<file path="src/rtl/decoder_scan_ctrl.sv">
// Scan sequencer for a 3-to-8 one-hot decoder: walks the enabled channels in
// ascending order, with a blanking gap (en low) before each channel's dwell window.
module decoder_scan_ctrl #(
  parameter int DWELL_W      = 8,
  parameter int BLANK_CYCLES = 2
) (
  input  logic               clk,
  input  logic               rst_n,
  input  logic               start,
  input  logic               stop,
  input  logic               one_shot,
  input  logic [DWELL_W-1:0] dwell,
  input  logic [7:0]         chan_mask,
  output logic [2:0]         addr,
  output logic               en,
  output logic               step_pulse,
  output logic               frame_done,
  output logic               busy
);

  localparam logic [1:0] S_IDLE  = 2'd0;
  localparam logic [1:0] S_BLANK = 2'd1;
  localparam logic [1:0] S_DRIVE = 2'd2;

  // One counter serves both the blanking gap and the dwell window.
  localparam int CNT_W = (DWELL_W > 4) ? DWELL_W : 4;

  logic [1:0]         state;
  logic [CNT_W-1:0]   cnt;
  logic [DWELL_W-1:0] dwell_lat;
  logic [7:0]         mask_lat;
  logic               one_shot_lat;

  logic [2:0]         lowest_in;
  logic [2:0]         lowest_lat;
  logic [2:0]         next_up;
  logic               next_found;
  logic [DWELL_W-1:0] dwell_eff;

  always_comb begin
    lowest_in  = '0;
    lowest_lat = '0;
    next_up    = '0;
    next_found = 1'b0;
    // Descending loops so the last hit is the lowest qualifying channel.
    for (int i = 7; i >= 0; i--) begin
      if (chan_mask[i]) lowest_in = 3'(i);
      if (mask_lat[i]) lowest_lat = 3'(i);
      if (mask_lat[i] && (3'(i) > addr)) begin
        next_found = 1'b1;
        next_up    = 3'(i);
      end
    end
    dwell_eff = (dwell == '0) ? DWELL_W'(1) : dwell;
  end

  always_ff @(posedge clk or negedge rst_n) begin
    if (!rst_n) begin
      state        <= S_IDLE;
      cnt          <= '0;
      dwell_lat    <= '0;
      mask_lat     <= '0;
      one_shot_lat <= 1'b0;
      addr         <= '0;
      en           <= 1'b0;
      step_pulse   <= 1'b0;
      frame_done   <= 1'b0;
      busy         <= 1'b0;
    end else begin
      step_pulse <= 1'b0;
      frame_done <= 1'b0;
      case (state)
        S_IDLE: begin
          if (start && !stop && (chan_mask != '0)) begin
            dwell_lat    <= dwell_eff;
            mask_lat     <= chan_mask;
            one_shot_lat <= one_shot;
            state        <= S_BLANK;
            addr         <= lowest_in;
            en           <= 1'b0;
            busy         <= 1'b1;
            cnt          <= CNT_W'(BLANK_CYCLES - 1);
          end
        end
        S_BLANK: begin
          if (stop) begin
            state <= S_IDLE;
            addr  <= '0;
            en    <= 1'b0;
            busy  <= 1'b0;
          end else if (cnt == '0) begin
            state      <= S_DRIVE;
            en         <= 1'b1;
            step_pulse <= 1'b1;
            cnt        <= CNT_W'(dwell_lat - 1'b1);
          end else begin
            cnt <= cnt - 1'b1;
          end
        end
        S_DRIVE: begin
          if (stop) begin
            state <= S_IDLE;
            addr  <= '0;
            en    <= 1'b0;
            busy  <= 1'b0;
          end else if (cnt == '0) begin
            en <= 1'b0;
            if (next_found) begin
              state <= S_BLANK;
              addr  <= next_up;
              cnt   <= CNT_W'(BLANK_CYCLES - 1);
            end else begin
              // Wrapped past the highest enabled channel: frame is complete.
              frame_done <= 1'b1;
              if (one_shot_lat) begin
                state <= S_IDLE;
                busy  <= 1'b0;
              end else begin
                state <= S_BLANK;
                addr  <= lowest_lat;
                cnt   <= CNT_W'(BLANK_CYCLES - 1);
              end
            end
          end else begin
            cnt <= cnt - 1'b1;
          end
        end
        default: state <= S_IDLE;
      endcase
    end
  end

endmodule

</file>
<file path="config.mk">
export PLATFORM = sky130hd
export DESIGN_NAME = decoder_scan_ctrl
export DESIGN_NICKNAME = d
export VERILOG_FILES = /design/src/rtl/decoder_scan_ctrl.sv
export SDC_FILE = /design/constraint.sdc
export NUM_CORES = 1
export LEC_CHECK = 0
export CAP_MARGIN = 20
export CORE_ASPECT_RATIO = 0.7
export CORE_MARGIN = 3
export CORE_UTILIZATION = 45
export CTS_CLUSTER_SIZE = 28
export DETAILED_ROUTE_END_ITERATION = 7
export PLACE_DENSITY = 0.7
export REMOVE_ABC_BUFFERS = 1
export SYNTH_ARGS = -nofsm -noshare
export SYNTH_HDL_FRONTEND = slang
export SYNTH_SLANG_ARGS = --single-unit
</file>
<file path="constraint.sdc">
create_clock -name clk -period 2.7 [get_ports clk]
set_input_delay 0.675 -clock clk [delete_from_list [all_inputs] [get_ports clk]]
set_output_delay 0.675 -clock clk [all_outputs]
set_load 0.05 [all_outputs]
</file>
==> flow_metrics.env <==
export IMPL_io_pins=28
export IMPL_totalWireLength_mm=5.587
export IMPL_core_area_um2=4554
export IMPL_p_int_uw=1902
export IMPL_htree_levels=2
export IMPL_fillers=393
export IMPL_final_area_um2=2793
export IMPL_clock_skew_ns=0.005988
export IMPL_setup_worst_path_end_class="flop"
export IMPL_synth_top_cell_by_area="dfrtp_1"
export IMPL_timing_rr_end="cnt[2]"
export IMPL_synth_top_family_by_area="compound AO/OA/AOI/OAI gates"
export IMPL_die_area_um2=5864
export IMPL_dp_hpwl_mm=4.214
export IMPL_synth_async_reset_ratio_pct=100.0
export IMPL_antenna_left=0
export IMPL_utilization_pct=61.32
export IMPL_holdPathStages=2
export IMPL_p_switching_uw=1573
export IMPL_drc=0
export IMPL_reg2reg_from="cnt[0]"
export IMPL_wl_per_cell_um=16.24
export IMPL_synth_xor_area_share_pct=2.350
export IMPL_irDropWorstVdd_v=0.0005316
export IMPL_crit_buf_inv=2
export IMPL_antennaDiodeCount=0
export IMPL_finalHoldViolCount=0
export IMPL_crit_path_end="cnt[2]"
export IMPL_drt_pass1_iter_count=4
export IMPL_ys_flop_type="dfrtp_1"
export IMPL_share_comb_of_total_power_pct=54.6
export IMPL_postCtsHoldBufs=0
export IMPL_syn_area_per_cell_um2=9.434
export IMPL_clk_pin_slew_ns=0.08
export IMPL_slew_limit_headroom_pct=64.23
export IMPL_syn_inst=237
export IMPL_cpPeakStageDelay_ns=0.59
export IMPL_hold_class="reg -> reg"
export IMPL_critPathArrivalTime_ns=2.62
export IMPL_drive_gt1_share_pct=16.55
export IMPL_synth_simple_area_share_pct=19.42
export IMPL_post_route_period_util_pct=90.16
export IMPL_cp_top_family="simple AND/OR/NAND/NOR gates"
export IMPL_overflow=0
export IMPL_finalSetupViolCount=0
export IMPL_whs_ns=0.5086
export IMPL_synth_area_mux_share_pct=8.506
export IMPL_num_vias=2001
export IMPL_clockRootBuffer="clkbuf_8"
export IMPL_first_global_vias=1870
export IMPL_portBuffers=27
export IMPL_globalplace_congestion=0.9060
export IMPL_ys_types=54
export IMPL_rows=20
export IMPL_post_cts_buffers=0
export IMPL_path_depth=7
export IMPL_placed_area_um2=2655
export IMPL_synth_edf_count=0
export IMPL_total_leakage_power_uw=0.001162
export IMPL_syn_to_final_growth_pct=24.90
export IMPL_seqCellArea_um2=850.8
export IMPL_setup_tns_ns=0
export IMPL_maxCapViolations=0
export IMPL_grt_antenna_before_repair=0
export IMPL_ff2ff_path_depth=8
export IMPL_ys_seq_area_share_pct=38.05
export IMPL_worst_pin_slew_ns=0.5343
export IMPL_multiInputGateArea_um2=1275
export IMPL_startpoint="chan_mask[0]"
export IMPL_yosysWarnings=0
export IMPL_track_usage_pct=20.08
export IMPL_crit_path_cell_trace="clkdlybuf4s50_1 -> or4_1 -> o21ai_1 -> a21oi_1 -> buf_4 -> and2_4 -> a32o_1"
export IMPL_synth_seq_cells=34
export IMPL_switching_share_pct=45.27
export IMPL_cts_buffers=5
export IMPL_cts_resized=0
export IMPL_via_per_inst=5.817
export IMPL_fmax_mhz=410.8
export IMPL_cp_max_fo=8
export IMPL_synth_top_area_share_pct=38.05
export IMPL_power_density_nw_per_um2=1244
export IMPL_insertion_delay_ns=0.30
export IMPL_cp_required_ns=2.88
export IMPL_outcome="finished clean"
export IMPL_critical_path_slowest_cell="or4_1"
export IMPL_die_w_um=90.25
export IMPL_grt_first_pass_wirelength_mm=9.473
export IMPL_grt_max_degree=35
export IMPL_synth_area_leaders="dfrtp_1, mux2_2, a21oi_1"
export IMPL_startpoint_type="input port"
export IMPL_grt_setup_unrepaired="no"
export IMPL_p_seq_share_pct=28.9
export IMPL_syn_area_um2=2236
export IMPL_drv_slew=0
export IMPL_synth_fa_ha_area_share_pct=3.358
export IMPL_cts_sinks=34
export IMPL_drtIter0Drc=133
export IMPL_tritoncts="yes"
export IMPL_nets=304
export IMPL_synth_compound_area_share_pct=23.39
export IMPL_start_util_pct=49.09
export IMPL_r2r_setup_slack_ns=0.35
export IMPL_fp_dieH_um=64.98
export IMPL_clkPwrFrac_pct=16.6
export IMPL_cts_max_path_buffers=2
export IMPL_min_period_ns=2.434
export IMPL_critPathKind="in -> reg"
## how the worst min path moves through the flow
stage / startpoint / to
6_report: busy / busy
2_1_floorplan: rst_n / addr[0]
3_5_place_dp: busy / busy
3_3_place_gp: busy / busy
4_1_cts: busy / busy
5_1_grt: busy / busy
## metrics by stage
step / power [uW] / std cells / setup slack, ns
global placement: 2846 / 336 / 0.02574
floorplan: 2288 / 228 / -0.03903
global route: 3725 / 344 / 0.2219
CTS: 3444 / 344 / 0.2972
finish: 3475 / 344 / 0.2656
detailed placement: 2861 / 336 / 0.0008245
## logic make-up after synthesis
logic type,count (synthesis)
flip-flops,34
adder cells (fa/ha/maj),6
buffers and inverters,26
AO/OA/AOI/OAI,73
multiplexers,17
AND/OR/NAND/NOR,75
XOR/XNOR,6
## Yosys cell counts (3+ instances only)
master	number
dfrtp_1	34
nor2_1	18
inv_1	17
a21oi_1	16
mux2_2	14
nand2_1	12
o21ai_0	11
a31oi_1	8
nor3_1	7
o31ai_1	7
ha_1	6
nand3_1	6
nor2b_1	5
xnor2_1	5
buf_2	4
clkbuf_1	4
nand2b_1	4
o22ai_1	4
or3_1	4
or4_1	4
a41o_1	3
nor4_1	3
## tightest hold or removal path: cells and delay by family, from the launching register on
family	cells	cell delay, ns
compound gates	2	0.13
flops	1	0.34
## power by group through the flow
| stage | clock (uW) | combinational (uW) | sequential, uW |
|---|---|---|---|
| final | 576 | 1900 | 1000 |
| after CTS | 580 | 1870 | 991 |
| after floorplan | 0 | 1270 | 1020 |
| after detailed placement | 0 | 1860 | 999 |
| after global placement | 0 | 1850 | 996 |
| after global routing | 607 | 2080 | 1040 |
## cells in the final DEF, fill, tap and decap left out, types with 2 or more instances in the layout
cell type	count
dfrtp_1	34
clkdlybuf4s50_1	27
nor2_1	18
inv_1	17
a21oi_1	16
buf_4	15
mux2_2	14
nand2_1	12
o21ai_0	11
a31oi_1	8
nor3_1	7
o31ai_1	7
nand3_1	6
ha_1	6
nor2b_1	5
xnor2_1	5
clkbuf_8	5
or3_1	4
nand2b_1	4
or4_1	4
o22ai_1	4
nor4_1	3
a41o_1	3
and2_4	2
o21ai_1	2
a22o_1	2
o211ai_1	2
a21boi_0	2
o32ai_1	2
a31o_1	2
nand4b_1	2
mux2_1	2
bufinv_16	2
## area by class of cell
cell class / count / share of cell area (%)
clock buffer: 5 / 2.464
clock inverter: 3 / 2.464
inverter: 17 / 2.285
multi-input combinational: 177 / 45.65
sequential: 34 / 30.47
tap: 66 / 2.957
timing repair buffer: 42 / 13.71
## flip-flops by register name, indices dropped and copies added, names as in the netlist
register	flops
cnt	8
dwell_lat	8
mask_lat	8
addr	3
state	2
busy	1
en	1
frame_done	1
one_shot_lat	1
step_pulse	1
## per-layer routing
metal | global-route usage [%] | wire length [um]
met1 | 33.04 | 2954
met5 | 0 | 0
met2 | 26.42 | 2209
met3 | 3.596 | 403
met4 | 4.008 | 21
Power figures use the tool's default switching activity.
